File: config.mk
export PLATFORM = sky130hd
export DESIGN_NAME = pke_op_seq_flat
export DESIGN_NICKNAME = d
export VERILOG_FILES = /design/src/rtl/pke_pkg.sv /design/src/rtl/pke_op_seq_if.sv /design/src/rtl/pke_cmd_fifo.sv /design/src/rtl/pke_op_seq.sv /design/src/flat_wrapper.sv
export SDC_FILE = /design/constraint.sdc
export NUM_CORES = 1
export LEC_CHECK = 0
export CORE_ASPECT_RATIO = 0.75
export CORE_MARGIN = 4
export CORE_UTILIZATION = 30
export DETAILED_ROUTE_END_ITERATION = 7
export HOLD_SLACK_MARGIN = 0.12
export PLACE_DENSITY_LB_ADDON = 0.3
export SETUP_SLACK_MARGIN = 0.1
export SKIP_CTS_REPAIR_TIMING = 1
export SYNTH_ARGS = -nofsm -noshare
export SYNTH_HDL_FRONTEND = slang
export SYNTH_SLANG_ARGS = --single-unit
File: constraint.sdc
create_clock -name Clk -period 2.73 [get_ports Clk]
set_input_delay 0.546 -clock Clk [delete_from_list [all_inputs] [get_ports Clk]]
set_output_delay 0.546 -clock Clk [all_outputs]
set_load 0.02 [all_outputs]
File: src/rtl/pke_pkg.sv
// Shared types for the PKE operation sequencer: FSM states, the queued command
// record and the engine-select encoding.
package pke_pkg;

    typedef enum logic [2:0] {
        StIdle  = 3'd0,
        StLoad  = 3'd1,
        StStart = 3'd2,
        StWait  = 3'd3,
        StGap   = 3'd4
    } pke_state_e;

    // 34-bit command record: op, three RAM word addresses and the mode bits.
    typedef struct packed {
        logic [3:0] op;
        logic [8:0] src0;
        logic [8:0] src1;
        logic [8:0] dst;
        logic       rsa;
        logic       exp;
        logic       mimm;
    } pke_cmd_t;

    localparam logic EngBasic  = 1'b0;
    localparam logic EngModMul = 1'b1;

endpackage

File: src/rtl/pke_op_seq_if.sv
// Command, engine and status bundle of the PKE sequencer. The slave modport is the
// sequencer; the master modport is the command source plus the two engines.
interface pke_op_seq_if;

    logic       CmdValid;
    logic       CmdReady;
    logic [3:0] CmdOp;
    logic [8:0] CmdSrc0Adr;
    logic [8:0] CmdSrc1Adr;
    logic [8:0] CmdDstAdr;
    logic       CmdRsa;
    logic       CmdExp;
    logic       CmdMimm;
    logic       BasicStart;
    logic       ModMulStart;
    logic       BasicDone;
    logic       ModMulDone;
    logic [2:0] EngOp;
    logic [8:0] Src0Adr;
    logic [8:0] Src1Adr;
    logic [8:0] DstAdr;
    logic       RsaMode;
    logic       ExpMode;
    logic       MimmMode;
    logic       Abort;
    logic       Busy;
    logic       OpDone;
    logic       ErrSpur;
    logic       ErrTmo;
    logic       ErrClr;

    modport slave (
        input  CmdValid, CmdOp, CmdSrc0Adr, CmdSrc1Adr, CmdDstAdr, CmdRsa, CmdExp, CmdMimm,
        input  BasicDone, ModMulDone, Abort, ErrClr,
        output CmdReady, BasicStart, ModMulStart, EngOp, Src0Adr, Src1Adr, DstAdr,
        output RsaMode, ExpMode, MimmMode, Busy, OpDone, ErrSpur, ErrTmo
    );

    modport master (
        output CmdValid, CmdOp, CmdSrc0Adr, CmdSrc1Adr, CmdDstAdr, CmdRsa, CmdExp, CmdMimm,
        output BasicDone, ModMulDone, Abort, ErrClr,
        input  CmdReady, BasicStart, ModMulStart, EngOp, Src0Adr, Src1Adr, DstAdr,
        input  RsaMode, ExpMode, MimmMode, Busy, OpDone, ErrSpur, ErrTmo
    );

endinterface

File: src/rtl/pke_cmd_fifo.sv
// Synchronous command FIFO; Depth must be a power of two so pointers wrap for free.
module pke_cmd_fifo
    import pke_pkg::*;
#(
    parameter int unsigned Depth = 2
) (
    input  logic     clk,
    input  logic     rst_n,
    input  logic     flush,
    input  logic     push,
    input  pke_cmd_t wdata,
    input  logic     pop,
    output pke_cmd_t rdata,
    output logic     full,
    output logic     empty
);

    localparam int unsigned PtrW = $clog2(Depth);

    pke_cmd_t        mem [Depth];
    logic [PtrW-1:0] wr_ptr_q, rd_ptr_q;
    logic [PtrW:0]   count_q;
    logic            do_push, do_pop;

    // count reaches Depth exactly when its top bit sets
    assign full    = count_q[PtrW];
    assign empty   = (count_q == '0);
    assign do_push = push & ~full;
    assign do_pop  = pop & ~empty;
    assign rdata   = mem[rd_ptr_q];

    always_ff @(posedge clk or negedge rst_n) begin
        if (!rst_n) begin
            wr_ptr_q <= '0;
            rd_ptr_q <= '0;
            count_q  <= '0;
        end else if (flush) begin
            wr_ptr_q <= '0;
            rd_ptr_q <= '0;
            count_q  <= '0;
        end else begin
            if (do_push) wr_ptr_q <= wr_ptr_q + 1'b1;
            if (do_pop)  rd_ptr_q <= rd_ptr_q + 1'b1;
            case ({do_push, do_pop})
                2'b10:   count_q <= count_q + 1'b1;
                2'b01:   count_q <= count_q - 1'b1;
                default: count_q <= count_q;
            endcase
        end
    end

    always_ff @(posedge clk) begin
        if (do_push) mem[wr_ptr_q] <= wdata;
    end

endmodule

File: src/rtl/pke_op_seq.sv
// PKE operation sequencer: queues commands and drives the Basic/ModMul engines.
// Optional WAIT timeout enabled by defining PKE_SEQ_TIMEOUT_EN.
module pke_op_seq
    import pke_pkg::*;
#(
    parameter logic [15:0] TIMEOUT_CYC = 16'd4096,
    parameter int unsigned FIFO_DEPTH  = 2
) (
    input logic         Clk,
    input logic         Resetn,
    pke_op_seq_if.slave bus
);

    pke_state_e state_q, state_d;
    pke_cmd_t   push_cmd, head_cmd;
    logic       fifo_full, fifo_empty, fifo_push, fifo_pop;
    logic       eng_sel_q;
    logic       active_done, other_done, spur_ev, tmo_hit;
    logic       op_done_q, err_spur_q;

    assign push_cmd = '{op: bus.CmdOp, src0: bus.CmdSrc0Adr, src1: bus.CmdSrc1Adr,
                        dst: bus.CmdDstAdr, rsa: bus.CmdRsa, exp: bus.CmdExp,
                        mimm: bus.CmdMimm};

    assign bus.CmdReady = ~fifo_full & ~bus.Abort;
    assign fifo_push    = bus.CmdValid & bus.CmdReady;
    assign fifo_pop     = (state_q == StLoad);

    pke_cmd_fifo #(
        .Depth (FIFO_DEPTH)
    ) u_fifo (
        .clk   (Clk),
        .rst_n (Resetn),
        .flush (bus.Abort),
        .push  (fifo_push),
        .wdata (push_cmd),
        .pop   (fifo_pop),
        .rdata (head_cmd),
        .full  (fifo_full),
        .empty (fifo_empty)
    );

    assign active_done = (eng_sel_q == EngModMul) ? bus.ModMulDone : bus.BasicDone;
    assign other_done  = (eng_sel_q == EngModMul) ? bus.BasicDone : bus.ModMulDone;
    // Outside WAIT any Done is unexpected; inside WAIT only the idle engine's is.
    assign spur_ev     = (state_q == StWait) ? other_done : (bus.BasicDone | bus.ModMulDone);

    always_comb begin
        state_d = state_q;
        unique case (state_q)
            StIdle:  if (!fifo_empty) state_d = StLoad;
            StLoad:  state_d = StStart;
            StStart: state_d = StWait;
            StWait:  if (active_done || tmo_hit) state_d = StGap;
            StGap:   state_d = fifo_empty ? StIdle : StLoad;
            default: state_d = StIdle;
        endcase
        if (bus.Abort) state_d = StIdle;
    end

    always_ff @(posedge Clk or negedge Resetn) begin
        if (!Resetn) begin
            state_q      <= StIdle;
            eng_sel_q    <= EngBasic;
            bus.EngOp    <= '0;
            bus.Src0Adr  <= '0;
            bus.Src1Adr  <= '0;
            bus.DstAdr   <= '0;
            bus.RsaMode  <= 1'b0;
            bus.ExpMode  <= 1'b0;
            bus.MimmMode <= 1'b0;
            op_done_q    <= 1'b0;
            err_spur_q   <= 1'b0;
        end else begin
            state_q    <= state_d;
            op_done_q  <= (state_q == StWait) & active_done & ~bus.Abort;
            err_spur_q <= spur_ev | (err_spur_q & ~bus.ErrClr);
            if (state_q == StLoad) begin
                eng_sel_q    <= head_cmd.op[3];
                bus.EngOp    <= head_cmd.op[2:0];
                bus.Src0Adr  <= head_cmd.src0;
                bus.Src1Adr  <= head_cmd.src1;
                bus.DstAdr   <= head_cmd.dst;
                bus.RsaMode  <= head_cmd.rsa;
                bus.ExpMode  <= head_cmd.exp;
                bus.MimmMode <= head_cmd.mimm;
            end
        end
    end

`ifdef PKE_SEQ_TIMEOUT_EN
    logic [15:0] tmo_cnt_q, tmo_cnt_d;
    logic        err_tmo_q;

    assign tmo_cnt_d = (state_q == StWait) ? tmo_cnt_q + 16'd1 : 16'd0;
    // A Done arriving on the final cycle still completes the op normally.
    assign tmo_hit   = (state_q == StWait) & ~active_done & (tmo_cnt_d == TIMEOUT_CYC);

    always_ff @(posedge Clk or negedge Resetn) begin
        if (!Resetn) begin
            tmo_cnt_q <= '0;
            err_tmo_q <= 1'b0;
        end else begin
            tmo_cnt_q <= tmo_cnt_d;
            err_tmo_q <= tmo_hit | (err_tmo_q & ~bus.ErrClr);
        end
    end

    assign bus.ErrTmo = err_tmo_q;
`else
    assign tmo_hit    = 1'b0;
    assign bus.ErrTmo = 1'b0;
`endif

    assign bus.BasicStart  = (state_q == StStart) & (eng_sel_q == EngBasic);
    assign bus.ModMulStart = (state_q == StStart) & (eng_sel_q == EngModMul);
    assign bus.Busy        = ~fifo_empty | (state_q != StIdle);
    assign bus.OpDone      = op_done_q;
    assign bus.ErrSpur     = err_spur_q;

endmodule

File: src/flat_wrapper.sv
// flat-port wrapper written by rule: the top's interface ports become plain ports
module pke_op_seq_flat import pke_pkg::*;
#(
    parameter logic [15:0] TIMEOUT_CYC = 16'd4096,
    parameter int unsigned FIFO_DEPTH  = 2
)
  (Clk, Resetn, bus_CmdValid, bus_CmdOp, bus_CmdSrc0Adr, bus_CmdSrc1Adr, bus_CmdDstAdr, bus_CmdRsa, bus_CmdExp, bus_CmdMimm, bus_BasicDone, bus_ModMulDone, bus_Abort, bus_ErrClr, bus_CmdReady, bus_BasicStart, bus_ModMulStart, bus_EngOp, bus_Src0Adr, bus_Src1Adr, bus_DstAdr, bus_RsaMode, bus_ExpMode, bus_MimmMode, bus_Busy, bus_OpDone, bus_ErrSpur, bus_ErrTmo);
  pke_op_seq_if bus_i ();
  input logic Clk;
  input logic Resetn;
  input wire logic [$bits(bus_i.CmdValid)-1:0] bus_CmdValid;
  input wire logic [$bits(bus_i.CmdOp)-1:0] bus_CmdOp;
  input wire logic [$bits(bus_i.CmdSrc0Adr)-1:0] bus_CmdSrc0Adr;
  input wire logic [$bits(bus_i.CmdSrc1Adr)-1:0] bus_CmdSrc1Adr;
  input wire logic [$bits(bus_i.CmdDstAdr)-1:0] bus_CmdDstAdr;
  input wire logic [$bits(bus_i.CmdRsa)-1:0] bus_CmdRsa;
  input wire logic [$bits(bus_i.CmdExp)-1:0] bus_CmdExp;
  input wire logic [$bits(bus_i.CmdMimm)-1:0] bus_CmdMimm;
  input wire logic [$bits(bus_i.BasicDone)-1:0] bus_BasicDone;
  input wire logic [$bits(bus_i.ModMulDone)-1:0] bus_ModMulDone;
  input wire logic [$bits(bus_i.Abort)-1:0] bus_Abort;
  input wire logic [$bits(bus_i.ErrClr)-1:0] bus_ErrClr;
  output wire logic [$bits(bus_i.CmdReady)-1:0] bus_CmdReady;
  output wire logic [$bits(bus_i.BasicStart)-1:0] bus_BasicStart;
  output wire logic [$bits(bus_i.ModMulStart)-1:0] bus_ModMulStart;
  output wire logic [$bits(bus_i.EngOp)-1:0] bus_EngOp;
  output wire logic [$bits(bus_i.Src0Adr)-1:0] bus_Src0Adr;
  output wire logic [$bits(bus_i.Src1Adr)-1:0] bus_Src1Adr;
  output wire logic [$bits(bus_i.DstAdr)-1:0] bus_DstAdr;
  output wire logic [$bits(bus_i.RsaMode)-1:0] bus_RsaMode;
  output wire logic [$bits(bus_i.ExpMode)-1:0] bus_ExpMode;
  output wire logic [$bits(bus_i.MimmMode)-1:0] bus_MimmMode;
  output wire logic [$bits(bus_i.Busy)-1:0] bus_Busy;
  output wire logic [$bits(bus_i.OpDone)-1:0] bus_OpDone;
  output wire logic [$bits(bus_i.ErrSpur)-1:0] bus_ErrSpur;
  output wire logic [$bits(bus_i.ErrTmo)-1:0] bus_ErrTmo;
  assign bus_i.CmdValid = bus_CmdValid;
  assign bus_i.CmdOp = bus_CmdOp;
  assign bus_i.CmdSrc0Adr = bus_CmdSrc0Adr;
  assign bus_i.CmdSrc1Adr = bus_CmdSrc1Adr;
  assign bus_i.CmdDstAdr = bus_CmdDstAdr;
  assign bus_i.CmdRsa = bus_CmdRsa;
  assign bus_i.CmdExp = bus_CmdExp;
  assign bus_i.CmdMimm = bus_CmdMimm;
  assign bus_i.BasicDone = bus_BasicDone;
  assign bus_i.ModMulDone = bus_ModMulDone;
  assign bus_i.Abort = bus_Abort;
  assign bus_i.ErrClr = bus_ErrClr;
  assign bus_CmdReady = bus_i.CmdReady;
  assign bus_BasicStart = bus_i.BasicStart;
  assign bus_ModMulStart = bus_i.ModMulStart;
  assign bus_EngOp = bus_i.EngOp;
  assign bus_Src0Adr = bus_i.Src0Adr;
  assign bus_Src1Adr = bus_i.Src1Adr;
  assign bus_DstAdr = bus_i.DstAdr;
  assign bus_RsaMode = bus_i.RsaMode;
  assign bus_ExpMode = bus_i.ExpMode;
  assign bus_MimmMode = bus_i.MimmMode;
  assign bus_Busy = bus_i.Busy;
  assign bus_OpDone = bus_i.OpDone;
  assign bus_ErrSpur = bus_i.ErrSpur;
  assign bus_ErrTmo = bus_i.ErrTmo;
  pke_op_seq #(.TIMEOUT_CYC(TIMEOUT_CYC), .FIFO_DEPTH(FIFO_DEPTH)) u_core (.Clk(Clk), .Resetn(Resetn), .bus(bus_i));
endmodule
### Word-level counts from Yosys, hierarchy flattened

Memory sizes are Yosys's and may differ from the RTL's. A register that Yosys moved wholly into a read port is not among the register bits.
Cells that the tools add are included.

| cells by class | value |
|---|---|
| mux-type cells | 16 |
| $add $sub $neg | 4 |
| equal/unequal tests | 8 |
| bitwise gates (word level) | 17 |
| reduce and logical (&&, ||, !) cells | 8 |

Operator list:

| kind | number |
|---|---|
| case mux 3 bit (5 select lines) | 1 |
| two-way mux 1 bit | 10 |
| AND 1 bit | 9 |
| two-way mux 3 bit | 3 |
| equality test 3 x 2 -> 1 bit, second input constant | 2 |
| nonzero test 3 bit | 2 |
| inverter 1 bit | 5 |
| case mux 2 bit (2 select lines) | 1 |
| nonzero test 2 bit | 2 |
| equality test 3 x 1 -> 1 bit, second input constant | 1 |
| equality test 3 bit, second input constant | 1 |
| logical NOT 3 bit | 1 |
| != test 3 x 2 -> 1 bit, second input constant | 1 |
| != test 3 bit, second input constant | 1 |
| bitwise OR 1 bit | 3 |
| adder 1 bit, second input constant | 2 |
| adder 2 x 1 -> 2 bit, second input constant | 1 |
| equality test 2 x 1 -> 1 bit, second input constant | 1 |
| equality test 2 bit, second input constant | 1 |
| logical NOT 2 bit | 1 |
| two-way mux 2 bit | 1 |
| AND reduction 2 bit | 1 |
| subtractor 2 x 1 -> 2 bit, second input constant | 1 |
| logical NOT 1 bit | 1 |

| word-level totals | value |
|---|---|
| memories kept | 1 |
| bits in registers | 9 |
| memory bits (writable) | 68 |

Memories:

| memory | words | bits a word | rd ports | clocked after memory_dff | write ports | RTL line | RTL |
|---|---|---|---|---|---|---|---|
| u_core.u_fifo.mem | 2 | 34 | 1 | 1 | 1 | pke_cmd_fifo.sv:20 | `pke_cmd_t mem [Depth];` |

### Depth between registers and ports, before layout

Gate-level depths: netlist (run 1).

| logic depth | value |
|---|---|
| depth in word-level cells | 7 |
| gate-level depth with buffers | 5 |
| depth with buffers taken out | 3 |

### By module

A second synthesis (run 1) with hierarchy kept.

| second synthesis, totals | value |
|---|---|
| cell total of the unflattened synthesis | 229 |
| area, all modules | 4236.6 um2 |

Modules (own cells, without submodules):

| module | area an instance (um2) | times used | seq. area each (um2) | cells an instance |
|---|---|---|---|---|
| pke_cmd_fifo | 2677.6 | 1 | 2142.1 | 127 |
| pke_op_seq | 1559.0 | 1 | 975.9 | 102 |

### Worst setup path after synthesis (run 1)

OpenSTA, ideal clock, no wires.

| timing | value |
|---|---|
| kind | input port to flip-flop |
| start | in bus_Abort |
| end | mem u_core.u_fifo.mem[0][0] (netlist bit) (enable) |
| setup slack | -367 ps |
| data required time | 2305 ps |
| path buffers | 1 |
| library setup time | 425 ps |
| data arrival time | 2672 ps |
| stages | 4 |
| cell sequence | clkbuf_1 nor2_1 nand2_1 nor2_1 |

| on the way | value |
|---|---|
| cells in the longest elaborated chain, start to end | 6 |

RTL lines:

| element | RTL line | RTL |
|---|---|---|
| start: declaration | flat_wrapper.sv:21 | `input wire logic [$bits(bus_i.Abort)-1:0] bus_Abort;` |
| inverter 1 bit | pke_op_seq.sv:25 | `assign bus.CmdReady = ~fifo_full & ~bus.Abort;` |
| AND 1 bit | pke_op_seq.sv:25 |  |
| named net bus_CmdReady | flat_wrapper.sv:23 | `output wire logic [$bits(bus_i.CmdReady)-1:0] bus_CmdReady;` |
| AND 1 bit | pke_op_seq.sv:26 | `assign fifo_push = bus.CmdValid & bus.CmdReady;` |
| AND 1 bit | pke_cmd_fifo.sv:28 | `assign do_push = push & ~full;` |
| two-way mux 1 bit | pke_cmd_fifo.sv:53 | `if (do_push) mem[wr_ptr_q] <= wdata;` |
| two-way mux 1 bit (implied by the code) | pke_cmd_fifo.sv:53 |  |
| end: declaration | pke_cmd_fifo.sv:20 |  |

The timed path passes the listed nets, and every way through them passes these cells.

### Worst setup path after layout (run 1)

| timing | value |
|---|---|
| start | reg u_core.state_q[1] |
| end | out bus_Busy |

| on the way | value |
|---|---|
| cells in the longest elaborated chain, start to end | 2 |

RTL lines:

| element | RTL line | RTL |
|---|---|---|
| start: declaration | pke_op_seq.sv:14 | `pke_state_e state_q, state_d;` |
| start signal: assignment | pke_op_seq.sv:63 | `state_q <= StIdle;` |
| start signal: assignment | pke_op_seq.sv:75 | `state_q <= state_d;` |
| nonzero test 3 bit | pke_op_seq.sv:117 | `assign bus.Busy = ~fifo_empty \| (state_q != StIdle);` |
| bitwise OR 1 bit | pke_op_seq.sv:117 |  |
| end: declaration | flat_wrapper.sv:33 | `output wire logic [$bits(bus_i.Busy)-1:0] bus_Busy;` |

No other way between the ends.

==> impl_metrics.yaml, run 1 <==
clock_network:
  numCtsBuffers: 9
  cts-root-buf: "clkbuf_16"
  cts_tree: "yes"
  htreeDepth: 3
  clk-insertion-delay-late_ns: 0.34
  cts_buffer_depth: 2
  cts.sink_count: 111
  clk_pin_slew_ns: 0.07
grt:
  grt_pass1_wl_mm: 12.4
  grt_pass1_vias: 2368
  track_usage_pct: 10.5
  antenna_found_initial: 0
  grt_max_degree: 43
  grt-ovfl-total: 0
cells_and_area:
  multi_input_area_um2: 903
  final_nets: 391
  regArea_um2: 3120
  final_cells: 526
  drive_gt1_share_pct: 8.45
  syn2layout_area_growth_pct: 31.5
  antenna_cells: 0
  fillers: 1236
  design_area_um2: 5390
floorplanning:
  ios: 81
  core_um2: 13200
  num_rows: 36
  initial_core_util_pct: 31.0
  die_w_um: 143
  fp.dieH_um: 109
  die_area_um2: 15600
critical_path:
  crit_path_max_fanout: 5
  start_kind: "flip-flop"
  worstPathArrival_ns: 1.99
  required_ns: 2.18
  r2r_start: "u_core.u_fifo.rd_ptr_q"
  ff2ff_setup_slack_ns: 1.10
  crit_path_end_kind: "output pin"
  regToRegEndpoint: "u_core.bus.RsaMode"
  rr_worst_depth: 2
  critical_path_class: "reg -> out"
logic_synthesis:
  ys.flop_type: "edfxtp_1"
  synth.most_common_cell: "edfxtp_1"
  ys_seq_area_share_pct: 76.1
  synth-edff-count: 68
  synth_area_um2: 4100
  synth_top_area_share_pct: 49.8
  ys_top_cells_by_area: "edfxtp_1 (50%), dfrtp_1 (26%), mux2i_1 (8.6%)"
  syn_nets: 309
  synth-seq-cells: 111
  netlist-cell-type-count: 26
  yosys.area.top_type: "edfxtp_1"
  syn_avg_cell_area_um2: 15.3
  async_flop_share_pct: 38.7
  synthTopCellsByCount: "edfxtp_1 (68), dfrtp_1 (43), nor2_1 (41)"
  ys.warnings.count: 0
  synthCells: 268
detailed_routing:
  vias: 2327
  wire_per_inst_um: 14.8
  finalWirelength_mm: 7.79
  routed_via_density: 4.42
  route.detailed.drc: 0
  drtIter0Drc: 94
  firstDrtPassIters: 4
  ant_nets: 0
power:
  power_density_nw_per_um2: 959
  swShare_pct: 31.6
  netSwitchingPower_mw: 1.63
  seq_power_share_pct: 45.9
  power_frac_comb_pct: 30.3
  peakVddDrop_mv: 0.345
  leakagePower_nw: 1.87
  cell_internal_pwr_mw: 3.53
  clock_power_share_pct: 23.8
timing:
  rsz0062_at_grt: "false"
  period_minus_slack_ns: 2.54
  fmax_mhz: 394
  clock_skew_ns: 0.00761
  final.setup.tns_ns: 0
  worst_pin_slew_ns: 1.09
  hold_viol: 0
  finalCritPeriodShare_pct: 92.9
  setup_violations: 0
  slew_headroom_pct: 27.1
  slew_violations: 0
placement:
  place_congestion: 0.720
  dp_cells: 510
  dp_hpwl_mm: 4.96
  io_buffer_count: 79
  postPlaceCellArea_um2: 5100
job:
  drv_cap: 0
worst_hold_path:
  min_path_type: "in -> async"
outcome:
  status: "finished, final reports clean"
==> state kept, by name, indices dropped and copies added (netlist names), 2 cells and up <==
name	flops
u_core.u_fifo.mem	68
u_core.bus.DstAdr	9
u_core.bus.Src0Adr	9
u_core.bus.Src1Adr	9
u_core.bus.EngOp	3
u_core.state_q	3
u_core.u_fifo.count_q	2
==> layout by cell type (no fill, tap or decap), drive strengths merged, types with 2 or more instances in the layout <==
cell type / synthesis / layout
a21oi: 37 / 37
nor2: 41 / 41
clkbuf: 1 / 10
clkinvlp: 0 / 3
mux2i: 35 / 35
dfrtp: 43 / 43
edfxtp: 68 / 68
inv: 3 / 5
nor3b: 3 / 3
and3: 2 / 2
a2111oi: 2 / 2
nor3: 3 / 3
nor2b: 3 / 3
nand2: 2 / 2
buf: 13 / 7
o21ai: 4 / 4
clkdlybuf4s50: 0 / 78
==> worst max path at each step <==
stage | startpoint | slack [ns] | cells after the start | endpoint
final | u_core.state_q[1] | 0.19 | 3 | bus_Busy
after detailed placement | bus_Abort | 0.38 | 3 | bus_CmdReady
after CTS | u_core.state_q[1] | 0.14 | 3 | bus_Busy
after global placement | bus_Abort | 0.41 | 3 | bus_CmdReady
after floorplan | bus_Abort | 0.18 | 4 | u_core.u_fifo.mem[0][0]
after global routing | u_core.state_q[1] | 0.12 | 3 | bus_Busy
==> area by class of cell <==
class | count | share of cell area [%]
Sequential cell | 111 | 57.9
Multi-Input combinational cell | 140 | 16.8
Timing Repair Buffer | 85 | 15.9
Clock buffer | 10 | 4.44
Tap cell | 171 | 3.97
Clock inverter | 6 | 0.790
Inverter | 3 | 0.209
==> power by group through the flow <==
stage	registers [mW]	clock network (mW)	logic (mW)
after detailed placement	2.42	0	1.59
after global routing	2.43	1.35	1.69
after global placement	2.41	0	1.57
after CTS	2.39	1.28	1.60
final	2.37	1.23	1.56
after floorplan	2.63	0	0.612
==> worst max-delay path: stages (launching register included) <==
cell             delay (ns)
dfrtp_1                0.46
nor2_2                 0.19
or4b_1                 0.44
clkdlybuf4s50_1        0.56
==> stage by stage <==
step	setup WS [ns]	util [%]	power (mW)	hold WS, ns
6_report	0.193	40.8	5.17	0.276
4_1_cts	0.144	40.8	5.26	0.303
2_1_floorplan	0.177	-	3.24	0.250
3_5_place_dp	0.379	38.7	4.01	0.522
5_1_grt	0.118	40.8	5.47	0.336
3_3_place_gp	0.412	38.7	3.98	0.508
==> layer usage <==
| metal | vias to the layer above | GRT usage (%) | share of wire (%) |
|---|---|---|---|
| li1 | 1128 | - | - |
| met2 | 54 | 16.8 | 48 |
| met4 | 0 | 3.26 | 0.65 |
| met1 | 1140 | 13.5 | 46 |
| met3 | 5 | 3.68 | 5.0 |
| met5 | - | 0 | 0 |
==> logic make-up after synthesis <==
group	synth area share (%)
flops	76.1
simple gates	6.32
compound gates	6.17
mux	8.83
buf+inv	2.26
xor+xnor	0.214
other cells	0.0915
(Power assumes the default switching activity.)
==> run 2, diff against run 1 <==
--- a/config.mk
+++ b/config.mk
@@ -11,6 +11,7 @@
 export DETAILED_ROUTE_END_ITERATION = 7
 export HOLD_SLACK_MARGIN = 0.12
 export PLACE_DENSITY_LB_ADDON = 0.3
+export RECOVER_POWER = 100
 export SETUP_SLACK_MARGIN = 0.1
 export SKIP_CTS_REPAIR_TIMING = 1
 export SYNTH_ARGS = -nofsm -noshare
==> run 2 against run 1 <==
Clock skew hardly changed. Hold slack improved by 0.25 ns. Routed wire length shrank 0.21%. Maximum frequency shrank 0.75%. Setup slack got worse by 0.019 ns. Die area unchanged. Combinational power fell by 8%. Clock power about the same. Largest cell class unchanged. Highest routed layer unchanged. Final area down 1.2%. First-iteration DRC count is 20% higher. Critical path depth is the same. Largest power group unchanged. The run now ends with capacitance limit, slew limit left. Cell count is the same.
==> impl_metrics.yaml, run 2 (synthesis results as in run 1) <==
critical_path:
  cp_top_family: "buffers and inverters"
  regToRegEndpoint: "u_core.bus.Src0Adr[3]"
  crit_path_max_fanout: 5
  cp_num_buf_inv: 1
  required_ns: 2.18
  worstPathArrival_ns: 2.01
  worst_path_max_delay_cell: "dlygate4sd3_1"
  r2r_start: "u_core.u_fifo.rd_ptr_q"
  ff2ff_setup_slack_ns: 0.39
  start_kind: "flip-flop"
  worstPathCellList: "nor2_2, or4b_1, dlygate4sd3_1"
  rr_worst_depth: 2
  max_stage_delay_ns: 0.67
  crit_path_end_kind: "output pin"
  critical_path_class: "reg -> out"
floorplanning:
  ios: 81
  fp.dieH_um: 109
  die_area_um2: 15600
  die_w_um: 143
  num_rows: 36
  core_um2: 13200
  initial_core_util_pct: 31.0
worst_hold_path:
  min_path_type: "reg -> reg"
  worst_hold_path.num_cells: 2
  hold_end: "u_core.bus.DstAdr[2]"
  worstHoldStart: "u_core.bus.DstAdr[2]"
cells_and_area:
  final_nets: 391
  utilization_pct: 40.3
  largest_reg_flops: 68
  syn2layout_area_growth_pct: 29.9
  design_area_um2: 5320
  fillers: 1249
  largest_register: "u_core.u_fifo.mem"
  final_common_cell: "dlygate4sd3_1"
  drive_gt1_share_pct: 6.76
  antenna_cells: 0
  mostFrequentLayoutCells: "dlygate4sd3_1 (76), edfxtp_1 (68), dfrtp_1 (43)"
grt:
  track_usage_pct: 10.5
  antenna_found_initial: 0
  grt_max_degree: 43
  grt-ovfl-total: 0
  grt_pass1_wl_mm: 12.4
  grt_pass1_vias: 2368
detailed_routing:
  finalWirelength_mm: 7.77
  routed_via_density: 4.42
  route.detailed.drc: 0
  wire_per_inst_um: 14.8
  vias: 2323
  ant_nets: 0
  drtIter0Drc: 113
  firstDrtPassIters: 4
clock_network:
  numCtsBuffers: 9
  cts_buffer_depth: 2
  cts_tree: "yes"
  clk-insertion-delay-late_ns: 0.34
  clk_pin_slew_ns: 0.07
  htreeDepth: 3
  cts-root-buf: "clkbuf_16"
  cts.sink_count: 111
timing:
  finalCritPeriodShare_pct: 93.6
  slew_violations: 71
  fin_hold_ws_ns: 0.524
  final.setup.tns_ns: 0
  period_minus_slack_ns: 2.56
  clock_skew_ns: 0.00754
  setup_violations: 0
  hold_viol: 0
  worst_pin_slew_ns: 2.01
  slew_headroom_pct: -34.3
  fmax_mhz: 391
  rsz0062_at_grt: "false"
power:
  leakagePower_nw: 1.86
  power_density_nw_per_um2: 944
  peakVddDrop_mv: 0.334
placement:
  postPlaceCellArea_um2: 5100
  io_buffer_count: 79
  place_congestion: 0.720
  dp_hpwl_mm: 4.96
job:
  drv_cap: 2
outcome:
  violations: "capacitance limit, slew limit"
  status: "finished, violations left"
==> run 2: how the worst max path moves through the flow <==
stage,from,slack [ns],depth (start not counted),to
after floorplan,bus_Abort,0.18,4,u_core.u_fifo.mem[0][0]
after global placement,bus_Abort,0.41,3,bus_CmdReady
after detailed placement,bus_Abort,0.38,3,bus_CmdReady
after CTS,u_core.state_q[1],0.14,3,bus_Busy
after global routing,u_core.state_q[1],0.09,3,bus_Busy
final,u_core.state_q[1],0.17,3,bus_Busy
==> run 2: final cells by class <==
cell class | count | area, um^2 | area share (%)
clock buffer | 10 | 239 | 4.49
clock inverter | 6 | 42.5 | 0.799
tap | 171 | 214 | 4.02
sequential | 111 | 3120 | 58.6
timing repair buffer | 85 | 818 | 15.4
inverter | 3 | 11.3 | 0.212
multi-input combinational | 140 | 880 | 16.5
==> run 2: per-stage QoR <==
step                      worst slack [ns]  power [mW]  cells
after detailed placement             0.379        4.01    510
after CTS                            0.144        5.26    526
final                                0.173        5.03    526
after global placement               0.412        3.98    510
after global routing                0.0922        5.33    526
after floorplan                      0.177        3.24    268
==> run 2: layer usage <==
| metal | up-vias | part of all wire (%) | track usage [%] |
|---|---|---|---|
| met5 | - | 0 | 0 |
| met4 | 0 | 0.95 | 3.26 |
| met3 | 7 | 5.0 | 3.68 |
| met2 | 52 | 48 | 16.8 |
| met1 | 1131 | 46 | 13.5 |
| li1 | 1133 | - | - |
==> run 2: report_power, final <==
part | internal, mW | switching [mW] | total, mW
clock | 0.646 | 0.582 | 1.23
combinational | 0.640 | 0.797 | 1.44
sequential | 2.13 | 0.229 | 2.36
==> run 2: worst register-to-register path: stages, from the launching register on <==
cell	delay, ns
dfrtp_1	1.70
mux2i_1	0.36
a21oi_1	0.11
==> run 3, diff against run 2 <==
--- a/config.mk
+++ b/config.mk
@@ -5,8 +5,9 @@
 export SDC_FILE = /design/constraint.sdc
 export NUM_CORES = 1
 export LEC_CHECK = 0
+export ABC_CLOCK_PERIOD_IN_PS = 2730
 export CORE_ASPECT_RATIO = 0.75
-export CORE_MARGIN = 4
+export CORE_MARGIN = 5
 export CORE_UTILIZATION = 30
 export DETAILED_ROUTE_END_ITERATION = 7
 export HOLD_SLACK_MARGIN = 0.12
==> run 3 against run 2 <==
The flow now finishes without violations. Routed wire length increased by 1.9%. Flip-flop and latch count unchanged. Die area grew 3.3%. Hold slack lost 0.0044 ns. Clock skew fell by 0.0029 ns. Utilization is 0.90 points lower. Non-clock buffer count increased by 4. Via count grew 2.1%. Setup slack lost 0.028 ns. Critical endpoint is now bus_CmdReady. Largest power group unchanged.
==> impl_metrics.yaml, run 3 (synthesis results as in run 1) <==
outcome:
  status: "finished, final reports clean"
critical_path:
  worst_path_max_delay_cell: "dlygate4sd3_1"
  required_ns: 2.18
  max_stage_delay_ns: 0.72
  worstPathArrival_ns: 2.04
  crit_path_end_kind: "output pin"
  crit_path_max_fanout: 3
  critical_path_class: "in -> out"
  path_common_cell: "dlygate4sd3_1"
  worstPathCellList: "dlygate4sd3_1, nor2_1, dlygate4sd3_1"
  start_kind: "input pin"
job:
  drv_cap: 0
timing:
  slew_headroom_pct: 1.07
  setup_violations: 0
  slew_violations: 0
  final.setup.tns_ns: 0
  rsz0062_at_grt: "false"
  fmax_mhz: 387
  clock_skew_ns: 0.00461
  hold_viol: 0
  worst_pin_slew_ns: 1.48
  period_minus_slack_ns: 2.58
  finalCritPeriodShare_pct: 94.7
clock_network:
  cts.sink_count: 111
  clk-insertion-delay-late_ns: 0.34
  cts_buffer_depth: 2
  clk_pin_slew_ns: 0.07
  htreeDepth: 3
  cts_tree: "yes"
  numCtsBuffers: 9
  cts-root-buf: "clkbuf_16"
detailed_routing:
  finalWirelength_mm: 7.92
  ant_nets: 0
  vias: 2372
  firstDrtPassIters: 4
  route.detailed.drc: 0
  routed_via_density: 4.44
  drtIter0Drc: 117
  wire_per_inst_um: 14.8
power:
  leakagePower_nw: 1.87
  power_density_nw_per_um2: 939
  p_total_mw: 5.02
  peakVddDrop_mv: 0.423
grt:
  grt_pass1_vias: 2494
  grt_max_degree: 41
  grt_pass1_wl_mm: 13.0
  antenna_found_initial: 3
  track_usage_pct: 10.2
  grt-ovfl-total: 0
floorplanning:
  ios: 81
  initial_core_util_pct: 30.2
  fp.dieH_um: 111
  die_area_um2: 16100
  die_w_um: 145
  num_rows: 37
  core_um2: 13600
cells_and_area:
  utilization_pct: 39.4
  antenna_cells: 0
  largest_reg_flops: 68
  largest_register: "u_core.u_fifo.mem"
  final_nets: 395
  syn2layout_area_growth_pct: 30.6
  drive_gt1_share_pct: 6.96
  final_common_cell: "dlygate4sd3_1"
  mostFrequentLayoutCells: "dlygate4sd3_1 (76), edfxtp_1 (68), dfrtp_1 (43)"
placement:
  place_congestion: 0.694
  dp_hpwl_mm: 5.36
  io_buffer_count: 79
worst_hold_path:
  min_path_type: "reg -> reg"
run 3: layout make-up:
type                       instances  area [um^2]
clock buffer                       9          225
clock inverter                     7         58.8
fill                            1292         8220
inverter                           3         11.3
multi-input combinational        140          878
sequential                       111         3120
tap                              175          219
timing repair buffer              89          838
run 3: per-layer routing:
layer / global-route usage (%) / up-vias / part of all wire [%]
met2: 16.3 / 48 / 48
met1: 12.4 / 1157 / 45
met4: 3.58 / 6 / 1.4
li1: - / 1146 / -
met5: 0 / - / 0.42
met3: 4.33 / 15 / 4.8
run 3: critical path, delay by kind of cell:
kind                   cells  cell delay, ns
and+or+nand+nor            1            0.20
buffers and inverters      2            1.29
run 3: final timing paths:
path	start	to	slack [ns]	depth (start not counted)
worst max-delay path	bus_Abort	bus_CmdReady	0.15	3
worst min-delay path	u_core.bus.DstAdr[2]	u_core.bus.DstAdr[2]	0.52	2
worst max register to register	u_core.u_fifo.rd_ptr_q	u_core.bus.Src0Adr[6]	0.38	3
worst min register to register	u_core.bus.DstAdr[2]	u_core.bus.DstAdr[2]	0.52	2
max in group asynchronous	Resetn	u_core.bus.Src0Adr[5]	0.93	3
min in group asynchronous	Resetn	u_core.bus.RsaMode	0.73	2
run 3: power by group:
part	leakage (nW)	switching [mW]	internal, mW
combinational	0.625	0.819	0.633
sequential	1.11	0.212	2.13
clock	0.137	0.602	0.630
run 3: metrics by stage:
step | instance area (um^2) | cells | hold WS (ns) | setup WS [ns]
floorplan | 4100 | 268 | 0.250 | 0.177
global placement | 5120 | 517 | 0.437 | 0.335
detailed placement | 5120 | 517 | 0.443 | 0.316
CTS | 5400 | 533 | 0.0625 | 0.0805
global route | 5350 | 534 | 0.538 | 0.0955
finish | 5350 | 534 | 0.520 | 0.145
